### src/rtl/openddr_pkg.sv
// Shared types and constants for the OpenDDR RTL / SystemC path switch controller.
// The path_up helper picks the readiness signal that belongs to a given mux select.
package openddr_pkg;

  typedef enum logic [1:0] {
    PSW_INIT   = 2'd0,
    PSW_ACTIVE = 2'd1,
    PSW_DRAIN  = 2'd2,
    PSW_SWITCH = 2'd3
  } psw_state_t;

  localparam logic PATH_RTL = 1'b0;
  localparam logic PATH_SC  = 1'b1;

  function automatic logic path_up(input logic sel, input logic rtl_up, input logic sc_up);
    return (sel == PATH_SC) ? sc_up : rtl_up;
  endfunction

endpackage

### src/rtl/openddr_ost_counter.sv
// Saturating up/down counter of outstanding transactions for one AXI direction.
// err is sticky and flags any attempted underflow or overflow.
module openddr_ost_counter
  import openddr_pkg::*;
#(
  parameter int MAX_OST = 16,
  parameter int OST_W   = $clog2(MAX_OST + 1)
) (
  input  logic             sys_clk,
  input  logic             sys_rst,
  input  logic             inc,
  input  logic             dec,
  output logic [OST_W-1:0] count,
  output logic             err
);

  logic [OST_W-1:0] count_q, count_d;
  logic             err_q, err_d;

  // NOTE: every always_comb output gets a default first so no path leaves it unassigned (no latch).
  always_comb begin
    count_d = count_q;
    err_d   = err_q;
    unique case ({inc, dec})
      2'b10: begin
        if (count_q == OST_W'(MAX_OST)) err_d = 1'b1;
        else                            count_d = count_q + OST_W'(1);
      end
      2'b01: begin
        if (count_q == '0) err_d = 1'b1;
        else               count_d = count_q - OST_W'(1);
      end
      default: ;
    endcase
  end

  // NOTE: state updates use <= so every flop samples the pre-edge value of its neighbours.
  always_ff @(posedge sys_clk) begin
    if (sys_rst) begin
      count_q <= '0;
      err_q   <= 1'b0;
    end else begin
      count_q <= count_d;
      err_q   <= err_d;
    end
  end

  assign count = count_q;
  assign err   = err_q;

endmodule

### src/rtl/openddr_path_switch_ctrl.sv
// Hands the controller-side AXI port between the RTL controller and the SystemC model:
// closes the AW/AR gates, drains in-flight traffic, flips the mux, settles, then waits for path-up.
module openddr_path_switch_ctrl
  import openddr_pkg::*;
#(
  parameter int MAX_OST       = 16,
  parameter int OST_W         = $clog2(MAX_OST + 1),
  parameter int SETTLE_CYCLES = 4,
  parameter int DRAIN_TIMEOUT = 1024
) (
  input  logic             sys_clk,
  input  logic             sys_rst,
  input  logic             mode_select,
  input  logic             aw_hs,
  input  logic             ar_hs,
  input  logic             b_hs,
  input  logic             r_last_hs,
  input  logic             rtl_path_up,
  input  logic             sc_path_up,
  output logic             path_sel,
  output logic             aw_gate,
  output logic             ar_gate,
  output logic             rtl_ready,
  output logic             systemc_ready,
  output logic [OST_W-1:0] wr_ost,
  output logic [OST_W-1:0] rd_ost,
  output logic             ost_err,
  output logic             drain_timeout
);

  localparam int SET_W = $clog2(SETTLE_CYCLES + 1);
  localparam int TMO_W = $clog2(DRAIN_TIMEOUT + 1);

  psw_state_t       state_q, state_d;
  logic             path_sel_q, path_sel_d;
  logic             drain_target_q, drain_target_d;
  logic [SET_W-1:0] settle_q, settle_d;
  logic [TMO_W-1:0] tmo_q, tmo_d;
  logic             drain_timeout_q, drain_timeout_d;
  logic             wr_err, rd_err;
  logic             active_up, pure_switch;

  // Counters track handshakes in every state, including the cycle a mode change is sampled.
  openddr_ost_counter #(.MAX_OST(MAX_OST), .OST_W(OST_W)) u_wr_ost (
    .sys_clk (sys_clk),
    .sys_rst (sys_rst),
    .inc     (aw_hs),
    .dec     (b_hs),
    .count   (wr_ost),
    .err     (wr_err)
  );

  openddr_ost_counter #(.MAX_OST(MAX_OST), .OST_W(OST_W)) u_rd_ost (
    .sys_clk (sys_clk),
    .sys_rst (sys_rst),
    .inc     (ar_hs),
    .dec     (r_last_hs),
    .count   (rd_ost),
    .err     (rd_err)
  );

  always_ff @(posedge sys_clk) begin
    if (sys_rst) begin
      state_q         <= PSW_INIT;
      path_sel_q      <= PATH_RTL;
      drain_target_q  <= PATH_RTL;
      settle_q        <= '0;
      tmo_q           <= '0;
      drain_timeout_q <= 1'b0;
    end else begin
      state_q         <= state_d;
      path_sel_q      <= path_sel_d;
      drain_target_q  <= drain_target_d;
      settle_q        <= settle_d;
      tmo_q           <= tmo_d;
      drain_timeout_q <= drain_timeout_d;
    end
  end

  assign active_up   = path_up(path_sel_q, rtl_path_up, sc_path_up);
  // Only a healthy path being switched away from may be aborted or retargeted mid-drain.
  assign pure_switch = (drain_target_q != path_sel_q) && active_up;

  always_comb begin
    state_d         = state_q;
    path_sel_d      = path_sel_q;
    drain_target_d  = drain_target_q;
    settle_d        = '0;
    tmo_d           = '0;
    drain_timeout_d = drain_timeout_q;
    unique case (state_q)
      PSW_INIT: begin
        if (active_up) state_d = PSW_ACTIVE;
      end
      PSW_ACTIVE: begin
        if (mode_select != path_sel_q) begin
          drain_target_d = mode_select;
          state_d        = PSW_DRAIN;
        end else if (!active_up) begin
          drain_target_d = path_sel_q;
          state_d        = PSW_DRAIN;
        end
      end
      PSW_DRAIN: begin
        tmo_d = (tmo_q == TMO_W'(DRAIN_TIMEOUT)) ? tmo_q : tmo_q + TMO_W'(1);
        if (tmo_q == TMO_W'(DRAIN_TIMEOUT - 1)) drain_timeout_d = 1'b1;
        if (pure_switch && (mode_select == path_sel_q)) begin
          state_d = PSW_ACTIVE;
        end else if (pure_switch && (mode_select != drain_target_q)) begin
          drain_target_d = mode_select;
        end else if ((wr_ost == '0) && (rd_ost == '0)) begin
          state_d    = PSW_SWITCH;
          path_sel_d = drain_target_q;
        end
        if (state_d != PSW_DRAIN) tmo_d = '0;
      end
      PSW_SWITCH: begin
        if (settle_q == SET_W'(SETTLE_CYCLES - 1)) state_d = PSW_INIT;
        else                                       settle_d = settle_q + SET_W'(1);
      end
      default: state_d = PSW_INIT;
    endcase
  end

  always_comb begin
    path_sel      = path_sel_q;
    aw_gate       = (state_q == PSW_ACTIVE) && (wr_ost < OST_W'(MAX_OST));
    ar_gate       = (state_q == PSW_ACTIVE) && (rd_ost < OST_W'(MAX_OST));
    rtl_ready     = (state_q == PSW_ACTIVE) && (path_sel_q == PATH_RTL);
    systemc_ready = (state_q == PSW_ACTIVE) && (path_sel_q == PATH_SC);
    ost_err       = wr_err | rd_err;
    drain_timeout = drain_timeout_q;
  end

endmodule

### config.mk
export PLATFORM = sky130hd
export DESIGN_NAME = openddr_path_switch_ctrl
export DESIGN_NICKNAME = d
export VERILOG_FILES = /design/src/rtl/openddr_pkg.sv /design/src/rtl/openddr_ost_counter.sv /design/src/rtl/openddr_path_switch_ctrl.sv
export SDC_FILE = /design/constraint.sdc
export NUM_CORES = 1
export LEC_CHECK = 0
export ABC_CLOCK_PERIOD_IN_PS = 2250
export BUFFER_PORTS_ARGS = -buffer_cell sky130_fd_sc_hd__buf_4
export CAP_MARGIN = 15
export CORE_MARGIN = 1.5
export CORE_UTILIZATION = 52
export CTS_CLUSTER_SIZE = 28
export DETAILED_ROUTE_END_ITERATION = 7
export PLACE_DENSITY_LB_ADDON = 0.3
export SYNTH_ARGS = -nofsm -noshare
export SYNTH_HDL_FRONTEND = slang
export SYNTH_HIERARCHICAL = 1
export SYNTH_SLANG_ARGS = --single-unit
### constraint.sdc
create_clock -name sys_clk -period 2.25 [get_ports sys_clk]
set_clock_uncertainty 0.15 [all_clocks]
set_input_delay 0.3375 -clock sys_clk [delete_from_list [all_inputs] [get_ports sys_clk]]
set_output_delay 0.3375 -clock sys_clk [all_outputs]
set_load 0.02 [all_outputs]
==> run summary <==
YS warnings -> 6
Yosys top cell area share -> 30.2%
Global router's overall resource usage -> 20.5%
Seq/Total Area, Yosys -> 30.2%
Sum Neg Setup Slack -> 0 ns
Io pins -> 26
Post-layout util -> 65.9%
Antenna-violating nets left -> 0
Final setup fails -> 0
Setup slack after layout -> 0.305 ns
FMAX -> 0.514 GHz
Site Rows -> 22
Die width -> 65.9 µm
Worst hold margin -> 0.233 ns
Largest net degree at the start of global routing -> 23
CTS clk-pin slew, worst paths -> 0.06 ns
Nets -> 286
Die Ht -> 65.9 µm
First-pass GRT wire length -> 6.84 mm
Post-route minimum period -> 1.95 ns
Final Hold Vio Count -> 0
Vias per Instance -> 5.49
VDD IR max -> 0.609 mV
Async SR Flop Fraction -> 0%
CP startpoint kind -> primary input
Clock buffer depth -> 2
Status -> finished clean
Synthesized area -> 2060 µm²
Reg power frac -> 39.2%
Logic pwr share -> 26.6%
Hold Buf Count CTS -> 0
Buf/Inv on CP -> 2
DRT Pass-1 Iters -> 4
Internal power -> 1.16 mW
Mean Syn Cell Area -> 9.06 µm²
Average wire per standard cell -> 12.4 µm
Number of synthesized flops with an enable pin -> 0
Initial Util -> 55.4%
Number of global-route vias before repair -> 1,522
CP Capture Type -> flip-flop
RSZ-0062 raised after global routing -> false
CTS Root Cell -> clkbuf_8
CP max stage cell -> or3b_1
Share of layout cells above drive strength 1 -> 23.5%
Critical Path AT -> 2.00 ns
Worst-path fanout max -> 2
Post-synth top cells -> nor2_1, dfxtp_1, a21oi_1
Most common cell in the synthesized netlist -> nor2_1
Worst-Margin Slew -> 0.495 ns
Slew margin rel. -> 67.0%
CTS Buf Count -> 5
# DRC -> 0
Max incr delay on CP -> 0.36 ns
Antenna cells -> 0
Placer Congestion -> 0.796
P_sw -> 502 µW
Post-Synthesis Cells -> 227
Largest area contributor in the synthesized netlist -> dfxtp_1
CTS tree -> yes
Worst min-delay path category -> primary input to flip-flop
Number of H-tree levels -> 2
Crit path max-delay family -> compound AO/OA/AOI/OAI gates
Final period util -> 86.5%
Max-slew violations -> 0
Worst-skew pair later-pin latency -> 0.28 ns
WL final -> 3.88 mm
Reg-to-reg slack, setup -> 0.31 ns
Lkg Pwr -> 1.00 nW
Initial antenna violation count -> 0
Setup slack at placement -> 0.0343 ns
Vias -> 1,712
# Post-CTS Setup Buffers -> 0
Syn_nets -> 250
Setup CP Type -> primary input to flip-flop
IO Port Bufs -> 25
PwrDens -> 680 nW/µm²
CTS sink count -> 31
Netlist cell types -> 50
Yosys reg bits -> 31
Die outline area -> 4340 µm²
Iteration-0 DRC Markers -> 76
Largest cells by area after synthesis -> dfxtp_1, ha_1, nor2_1
Cells along the critical path -> buf_4, inv_1, ha_1, xor2_1, ha_1, or3b_1, a211oi_2, o21ai_1, a211oi_2
Sw Share -> 30.2%
Max-Cap Viols -> 0
Primary FF master, synth -> dfxtp_1
Grt total ovfl -> 0
Worst endpoint required time -> 2.31 ns
Clock share of power -> 34.2%
Core box area -> 3720 µm²
Post-cts gate resize count -> 0
Layout area overhead -> 19.0%
Placed wire-length estimate -> 2.77 mm
[registers in the layout, summed over array words and instances (netlist names)]
signal and cells:
u_wr_ost/err 1, u_rd_ost/count 5, drain_target_q 1, u_rd_ost/err 1, u_wr_ost/count 5, settle_q 3, state_q 2, drain_timeout 1
tmo_q 11, path_sel 1
[metrics by stage]
stage | std cells | power, mW | instance area [µm²]
after global placement | 304 | 1.10 | 2330
after global routing | 312 | 1.75 | 2450
after CTS | 312 | 1.67 | 2450
after floorplan | 227 | 0.966 | 2060
final | 312 | 1.66 | 2450
after detailed placement | 304 | 1.10 | 2330
[metal layers]
layer | track usage, % | up-vias | routed length, µm
met5 | 0 | - | 0
li1 | - | 883 | -
met1 | 26.6 | 793 | 1910
met3 | 4.94 | 5 | 145
met2 | 32.1 | 31 | 1750
met4 | 9.64 | 0 | 74
[cells in the final DEF (no fill, tap or decap), types with 3 or more instances in the layout]
master and count:
nand4_1 3, nand3_1 5, nand2_1 4, clkbuf_8 6, nand4b_1 3, mux2i_1 7, a211oi_2 4, o21ai_0 4
buf_4 34, inv_1 11, nand2b_1 5, or2b_1 3, dfxtp_1 31, nor3_1 6, nor4_4 3, ha_1 14
a211oi_1 3, xnor2_1 7, nor2_1 36, a21oi_1 15, mux2_2 3, nor2b_1 4, nand3b_1 3, xor2_1 10
[logic make-up after synthesis]
logic type | Yosys count | share of synthesized area, %
flip-flops | 31 | 30.2
adder cells (fa/ha/maj) | 14 | 8.52
XOR/XNOR | 17 | 7.24
AND/OR/NAND/NOR | 95 | 29.9
AO/OA/AOI/OAI | 42 | 14.1
multiplexers | 12 | 6.14
buffers and inverters | 16 | 4.01
[layout make-up]
class | count | area, µm²
tap | 48 | 60.1
clock buffer | 6 | 82.6
inverter | 11 | 41.3
multi-input combinational | 180 | 1350
clock inverter | 2 | 35.0
fill | 323 | 1270
timing repair buffer | 34 | 255
sequential | 31 | 621
[path summary, 6_finish.rpt]
check | from | cells past startpoint | end
worst max-delay path | aw_hs | 9 | u_wr_ost/count[4]
worst min-delay path | sys_rst | 2 | u_wr_ost/count[4]
worst max register to register | u_wr_ost/count[1] | 6 | u_wr_ost/count[4]
worst min register to register | settle_q[0] | 1 | settle_q[0]
[power groups by stage]
stage                     Combinational [mW]  Clock, mW  Sequential (mW)
after floorplan                        0.280          0            0.687
after global placement                 0.436          0            0.663
after detailed placement               0.441          0            0.663
after CTS                              0.444      0.578            0.651
after global routing                   0.482      0.605            0.660
final                                  0.442      0.570            0.652
(Power assumes the default switching activity.)
